===== src/rtl/synth_pkg.sv =====
// Shared definitions for the wavetable synthesizer.
// Holds the mixer FSM state type and the bit offsets of the fields packed
// into a voice configuration word ({key code, divider}).
package synth_pkg;

  typedef enum logic [1:0] {
    IDLE   = 2'd0,
    MIX    = 2'd1,
    COMMIT = 2'd2
  } mix_state_t;

  // Configuration word layout: divider in the low DIV_W bits, 8-bit key above it.
  localparam int CFG_KEY_W   = 8;
  localparam int CFG_DIV_LSB = 0;

  // The key field sits directly above the divider, so its offset depends on DIV_W.
  function automatic int cfg_key_lsb(input int div_w);
    return div_w;
  endfunction

endpackage


===== src/rtl/i2s_tx_shift.sv =====
// I2S transmit shift register.
// Ports:
//   CLK, RESET  system clock, asynchronous active-high reset
//   load        capture din; the MSB goes out on the next sclk_fall
//   din         sample word to transmit
//   sclk_fall   single-cycle strobe marking a falling SCLK edge
//   dout        serial data, MSB first, 0 once all bits have been sent
module i2s_tx_shift #(
  parameter int SAMPLE_W = 24
) (
  input  logic                CLK,
  input  logic                RESET,
  input  logic                load,
  input  logic [SAMPLE_W-1:0] din,
  input  logic                sclk_fall,
  output logic                dout
);

  localparam int CNT_W = $clog2(SAMPLE_W + 1);

  logic [SAMPLE_W-1:0] shift_reg;
  logic [CNT_W-1:0]    bits_left;

  // Load wins over a coincident sclk_fall: LRCLK changes on the same SCLK
  // edge, so the MSB must wait for the following falling edge.
  always_ff @(posedge CLK or posedge RESET) begin
    if (RESET) begin
      shift_reg <= '0;
      bits_left <= '0;
      dout      <= 1'b0;
    end else if (load) begin
      shift_reg <= din;
      bits_left <= CNT_W'(SAMPLE_W);
    end else if (sclk_fall) begin
      if (bits_left != '0) begin
        dout      <= shift_reg[SAMPLE_W-1];
        shift_reg <= {shift_reg[SAMPLE_W-2:0], 1'b0};
        bits_left <= bits_left - CNT_W'(1);
      end else begin
        dout <= 1'b0;
      end
    end
  end

endmodule


===== src/rtl/wavetable_synth_i2s.sv =====
// Multi-voice wavetable synthesizer with I2S output.
// Each voice steps through a shared wavetable once every (divider+1) frames
// while its key code is held; the active voices are summed once per frame,
// saturated, and sent on both I2S channels.
// Ports:
//   CLK, RESET              system clock, asynchronous active-high reset
//   key_codes               KEY_SLOTS held key codes, 0x00 = empty slot
//   SCLK, LRCLK             I2S bit clock / word select (asynchronous inputs)
//   Dout                    I2S serial data
//   tbl_addr/write/wdata    wavetable write port, tbl_rdata combinational read
//   cfg_addr/write/wdata    voice config write port {key, divider}, cfg_rdata read
//   busy                    mixer is working on a frame
module wavetable_synth_i2s
  import synth_pkg::*;
#(
  parameter int NUM_VOICES  = 12,
  parameter int SAMPLE_W    = 24,
  parameter int TABLE_DEPTH = 8,
  parameter int DIV_W       = 16,
  parameter int KEY_SLOTS   = 8
) (
  input  logic                           CLK,
  input  logic                           RESET,
  input  logic [8*KEY_SLOTS-1:0]         key_codes,
  input  logic                           SCLK,
  input  logic                           LRCLK,
  output logic                           Dout,
  input  logic [$clog2(TABLE_DEPTH)-1:0] tbl_addr,
  input  logic                           tbl_write,
  input  logic [SAMPLE_W-1:0]            tbl_wdata,
  output logic [SAMPLE_W-1:0]            tbl_rdata,
  input  logic [$clog2(NUM_VOICES)-1:0]  cfg_addr,
  input  logic                           cfg_write,
  input  logic [8+DIV_W-1:0]             cfg_wdata,
  output logic [8+DIV_W-1:0]             cfg_rdata,
  output logic                           busy
);

  localparam int PH_W    = $clog2(TABLE_DEPTH);
  localparam int VI_W    = $clog2(NUM_VOICES);
  localparam int ACC_W   = SAMPLE_W + VI_W;
  localparam int KEY_LSB = cfg_key_lsb(DIV_W);

  // Synchronizers: [0],[1] resynchronize, [2] is the history bit for edge detection.
  logic [2:0] sclk_sync;
  logic [2:0] lr_sync;
  logic       sclk_fall, lr_rise, lr_edge;

  always_ff @(posedge CLK or posedge RESET) begin
    if (RESET) begin
      sclk_sync <= '0;
      lr_sync   <= '0;
    end else begin
      sclk_sync <= {sclk_sync[1:0], SCLK};
      lr_sync   <= {lr_sync[1:0], LRCLK};
    end
  end

  assign sclk_fall = sclk_sync[2] & ~sclk_sync[1];
  assign lr_rise   = ~lr_sync[2] & lr_sync[1];
  assign lr_edge   = lr_sync[2] ^ lr_sync[1];

  // Wavetable and voice configuration memories (resettable, combinational read).
  logic [SAMPLE_W-1:0]  tbl_mem [TABLE_DEPTH];
  logic [CFG_KEY_W-1:0] key_mem [NUM_VOICES];
  logic [DIV_W-1:0]     div_mem [NUM_VOICES];

  always_ff @(posedge CLK or posedge RESET) begin
    if (RESET) begin
      for (int i = 0; i < TABLE_DEPTH; i++) tbl_mem[i] <= '0;
    end else if (tbl_write) begin
      tbl_mem[tbl_addr] <= tbl_wdata;
    end
  end

  always_ff @(posedge CLK or posedge RESET) begin
    if (RESET) begin
      for (int v = 0; v < NUM_VOICES; v++) begin
        key_mem[v] <= '0;
        div_mem[v] <= '0;
      end
    end else if (cfg_write && int'(cfg_addr) < NUM_VOICES) begin
      key_mem[cfg_addr] <= cfg_wdata[KEY_LSB +: CFG_KEY_W];
      div_mem[cfg_addr] <= cfg_wdata[CFG_DIV_LSB +: DIV_W];
    end
  end

  assign tbl_rdata = tbl_mem[tbl_addr];

  always_comb begin
    cfg_rdata = '0;
    if (int'(cfg_addr) < NUM_VOICES) cfg_rdata = {key_mem[cfg_addr], div_mem[cfg_addr]};
  end

  // Key matching: a voice plays while any slot holds its (nonzero) key code.
  logic [NUM_VOICES-1:0] active;

  for (genvar gi = 0; gi < NUM_VOICES; gi++) begin : g_match
    logic [KEY_SLOTS-1:0] slot_hit;
    for (genvar gs = 0; gs < KEY_SLOTS; gs++) begin : g_slot
      assign slot_hit[gs] = (key_codes[8*gs +: 8] == key_mem[gi]);
    end
    assign active[gi] = (|slot_hit) && (key_mem[gi] != 8'h00);
  end

  // Per-voice frame dividers and phases. The mixer works from a snapshot
  // taken at lr_rise, so it sees the phases as they were before this update.
  mix_state_t            state;
  logic [DIV_W-1:0]      div_cnt    [NUM_VOICES];
  logic [PH_W-1:0]       phase      [NUM_VOICES];
  logic [PH_W-1:0]       snap_phase [NUM_VOICES];
  logic [NUM_VOICES-1:0] snap_active;

  always_ff @(posedge CLK or posedge RESET) begin
    if (RESET) begin
      for (int v = 0; v < NUM_VOICES; v++) begin
        div_cnt[v]    <= '0;
        phase[v]      <= '0;
        snap_phase[v] <= '0;
      end
      snap_active <= '0;
    end else if (lr_rise) begin
      for (int v = 0; v < NUM_VOICES; v++) begin
        // A rise while busy must not disturb the frame being mixed.
        if (state == IDLE) begin
          snap_phase[v]  <= phase[v];
          snap_active[v] <= active[v];
        end
        if (!active[v]) begin
          div_cnt[v] <= '0;
          phase[v]   <= '0;
        end else if (div_cnt[v] >= div_mem[v]) begin
          div_cnt[v] <= '0;
          phase[v]   <= phase[v] + PH_W'(1);
        end else begin
          div_cnt[v] <= div_cnt[v] + DIV_W'(1);
        end
      end
    end
  end

  // Mixer: one voice per cycle, then saturate and commit.
  logic [VI_W-1:0]         voice_idx;
  logic signed [ACC_W-1:0] acc;
  logic signed [ACC_W-1:0] term;
  logic [SAMPLE_W-1:0]     mix_word;
  logic [SAMPLE_W-1:0]     sat_sample;
  logic [SAMPLE_W-1:0]     out_sample;
  logic [ACC_W-SAMPLE_W:0] acc_top;
  logic                    busy_reg;

  // The table is read live, so a write lands in the mix from the next cycle.
  assign mix_word = tbl_mem[snap_phase[voice_idx]];

  always_comb begin
    term = '0;
    if (snap_active[voice_idx]) term = {{(ACC_W-SAMPLE_W){mix_word[SAMPLE_W-1]}}, mix_word};
  end

  // In range when every bit from the sample's sign bit upward agrees.
  assign acc_top = acc[ACC_W-1:SAMPLE_W-1];

  always_comb begin
    if (acc_top == '0 || acc_top == '1) sat_sample = acc[SAMPLE_W-1:0];
    else if (acc[ACC_W-1])              sat_sample = {1'b1, {(SAMPLE_W-1){1'b0}}};
    else                                sat_sample = {1'b0, {(SAMPLE_W-1){1'b1}}};
  end

  always_ff @(posedge CLK or posedge RESET) begin
    if (RESET) begin
      state      <= IDLE;
      voice_idx  <= '0;
      acc        <= '0;
      out_sample <= '0;
      busy_reg   <= 1'b0;
    end else begin
      case (state)
        IDLE: begin
          if (lr_rise) begin
            state     <= MIX;
            voice_idx <= '0;
            acc       <= '0;
            busy_reg  <= 1'b1;
          end
        end
        MIX: begin
          acc <= acc + term;
          if (voice_idx == VI_W'(NUM_VOICES - 1)) state <= COMMIT;
          else voice_idx <= voice_idx + VI_W'(1);
        end
        COMMIT: begin
          out_sample <= sat_sample;
          state      <= IDLE;
          busy_reg   <= 1'b0;
        end
        default: begin
          state    <= IDLE;
          busy_reg <= 1'b0;
        end
      endcase
    end
  end

  assign busy = busy_reg;

  // Reloaded on both LRCLK edges so left and right carry the same sample.
  i2s_tx_shift #(.SAMPLE_W(SAMPLE_W)) u_tx (
    .CLK       (CLK),
    .RESET     (RESET),
    .load      (lr_edge),
    .din       (out_sample),
    .sclk_fall (sclk_fall),
    .dout      (Dout)
  );

endmodule

===== config.mk =====
export PLATFORM = sky130hd
export DESIGN_NAME = wavetable_synth_i2s
export DESIGN_NICKNAME = d
export VERILOG_FILES = /design/src/rtl/synth_pkg.sv /design/src/rtl/i2s_tx_shift.sv /design/src/rtl/wavetable_synth_i2s.sv
export SDC_FILE = /design/constraint.sdc
export NUM_CORES = 2
export LEC_CHECK = 0
export ABC_AREA = 1
export BUFFER_PORTS_ARGS = -buffer_cell sky130_fd_sc_hd__buf_4
export CORE_ASPECT_RATIO = 2
export CORE_MARGIN = 1.5
export CORE_UTILIZATION = 40
export CTS_CLUSTER_DIAMETER = 60
export DETAILED_ROUTE_END_ITERATION = 6
export PLACE_DENSITY = 0.55
export SETUP_SLACK_MARGIN = 0.1
export SYNTH_ARGS = -nofsm -noshare
export SYNTH_HDL_FRONTEND = slang
export SYNTH_SLANG_ARGS = --single-unit
export TNS_END_PERCENT = 30

===== constraint.sdc =====
create_clock -name CLK -period 24.6 [get_ports CLK]
set_clock_uncertainty 0.05 [all_clocks]
set_input_delay 1.23 -clock CLK [delete_from_list [all_inputs] [get_ports CLK]]
set_output_delay 1.23 -clock CLK [all_outputs]
set_load 0.01 [all_outputs]

==> reports/metrics.cfg <==
[run_status]
status = complete, but fails checks
violations = DRC

[clock_network]
cts_buffers = 90
tritoncts = yes
cts_setup_buffers = 0
cts_resized = 0
cts_htree_levels = 3
cts_buffer_depth = 3
clk_latency_ns = 0.73
cts_sinks = 851
hold_buffers = 0
root_buffer = clkbuf_16
worst_setup_hold_path_clk_slew_ns = 0.07

[critical_path]
crit_path_cell_trace = inv_2, nand2_1, nand3_1, nand3_1, nand3_1, nand2_4, buf_4, buf_4, a21oi_1, a211oi_1, nor2_1, ha_1, fa_1, nand2_1, o21ai_0, a21boi_0, inv_1, a21oi_1, inv_1, a21oi_1, or2_2, nand3_1, nand2_1
worstPathRequired_ns = 25.19
crit_slowest_cell = dfrtp_1
cp-start-kind = flip-flop
r2r_setup_slack_ns = 18.29
crit_arrival_ns = 6.89
max_stage_delay_ns = 0.89
path_class = reg -> reg
crit_path_end_kind = flip-flop
cp_common_cell = nand3_1
crit_fanout = 86
cpLargestDelayFamily = buffers and inverters
cp_num_buf_inv = 5

[yosys]
yosysWarningCount = 0
synth_enable_flop_cells = 0
postSynthAreaPerCell_um2 = 7.52
synth_area_um2 = 56800
syn_nets = 7926
yosysTopAreaCellShare = 0.375
synthCells = 7553
synth_largest_area_cell = dfrtp_1
synthTopCellsByArea = dfrtp_1, nand2_1, o21ai_0
ys.flop_type = dfrtp_1
async_reset_ff_frac = 1.00
yosysSeqAreaShare = 0.375
synth_seq_cells = 851
ys_types = 67

[route]
wire_per_inst_um = 27.7
vias_per_cell = 5.88
firstDrtPassIters = 7
drc = 34
routed_wl_um = 260000
ant_nets = 0
dr_total_vias = 55200
drt-initial-drc-count = 5285

[place]
place_congestion = 1.06
dp.cells = 9207
port_buffers = 174
hpwl_um = 184000

[sta]
fmax_mhz = 159
setup-tns-final_ns = 0
drv_slew = 0
slew_headroom = 0.159
hold_viol = 0
fin_crit_ns = 6.31
setup_violations = 0
period_share = 0.256
tightestPinTransition_ns = 1.26
rsz0062_at_grt = false

[floorplanning]
die_area_um2 = 144000
die_w_um = 269
boundaryPins = 175
die_y_um = 536
core-area_um2 = 141000
initial_core_util = 0.403
rows = 195

[layout]
final_cells = 9377
syn2layout_area_growth_pct = 8.85
reg_top3 = div_cnt: 192 flops, div_mem: 192 flops, tbl_mem: 192 flops
most-common-layout-cells = nand2_1, dfrtp_1, o21ai_0
layout_commonest_cell = nand2_1
drive_above_1_share = 0.0871
layout.nets = 7801

[pwr]
p_seq_frac = 0.347
p_clk_frac = 0.253
swShare = 0.447
internal_power_uw = 3230
power.switching_uw = 2610
leakage_uw = 0.0282
powerDensity_nw_per_um2 = 94.6
power_frac_comb = 0.399
ir_drop_mv = 0.0922

[hold_path]
hp-class = reg -> reg

[grt]
first_global_vias = 54100
grt_overflow = 0
grt_max_degree = 88
track_usage = 0.357
grt_pass1_wl_um = 376000
antenna_found_initial = 7

[run]
drv_cap = 0

path summary, 6_finish.rpt:
check,depth (start not counted),start,to
max reg2reg,23,voice_idx[0],acc[18]
min,0,sclk_sync[0],sclk_sync[1]
min in group asynchronous,2,RESET,key_mem[95]
max in group asynchronous,7,RESET,tbl_mem[54]
max,23,voice_idx[0],acc[18]
min reg2reg,0,sclk_sync[0],sclk_sync[1]
power groups by stage:
stage	Clock (µW)	Combinational, µW	Sequential (µW)
after floorplan	0	1730	1800
after global placement	0	2270	2040
after detailed placement	0	2300	2040
after CTS	1510	2310	2020
after global routing	1550	2580	2050
final	1480	2340	2030
layout make-up:
cell class | count | area (µm²)
Fill cell | 14500 | 79200
Multi-Input combinational cell | 5509 | 30500
Sequential cell | 851 | 21300
Inverter | 742 | 2790
Clock buffer | 117 | 2530
Tap cell | 1871 | 2340
Timing Repair Buffer | 234 | 1770
Clock inverter | 47 | 579
Antenna cell | 6 | 15.0
synth_stat cells, drive strengths merged (6+ instances only):
master and number:
clkbuf 206, or2 27, o31ai 17, o22ai 110, nand2 2028, o211ai 82, o2111ai 30, inv 723
o21a 34, nor2 404, ha 247, nor4 38, nand4 239, clkinv 19, and3 17, o221ai 43
nor3b 34, a31oi 10, xor2 311, nor3 275, o21ai 818, buf 245, a211oi 47, nand3 155
dfrtp 851, a21oi 330, a22oi 17, o21bai 6, a221oi 20, xnor2 144
routing by layer:
layer / share of wire / global-route usage / routed length [µm]
met3: 0.088 / 0.0887 / 22800
met2: 0.47 / 0.605 / 123000
met5: 0.00018 / 0 / 46
met4: 0.11 / 0.329 / 29000
met1: 0.33 / 0.360 / 85000
stage by stage:
| stage | setup slack, ns | hold WS [ns] | util | power [µW] | cell area [µm²] |
|---|---|---|---|---|---|
| floorplan | 11.63 | 0.281 | - | 3530 | 56800 |
| global placement | 18.43 | 0.288 | 0.416 | 4310 | 58700 |
| detailed placement | 18.36 | 0.286 | 0.416 | 4340 | 58700 |
| CTS | 18.32 | 0.302 | 0.438 | 5830 | 61800 |
| global route | 17.79 | 0.310 | 0.438 | 6180 | 61800 |
| finish | 18.29 | 0.301 | 0.438 | 5850 | 61800 |
cell families after synthesis:
| logic type | share of synthesized area |
|---|---|
| xor+xnor | 0.0702 |
| mux | 0.000176 |
| simple gates | 0.251 |
| buf+inv | 0.0903 |
| flops | 0.375 |
| fa+ha+maj | 0.0548 |
| compound gates | 0.159 |
Note: power is estimated with default switching activity, not from simulation.
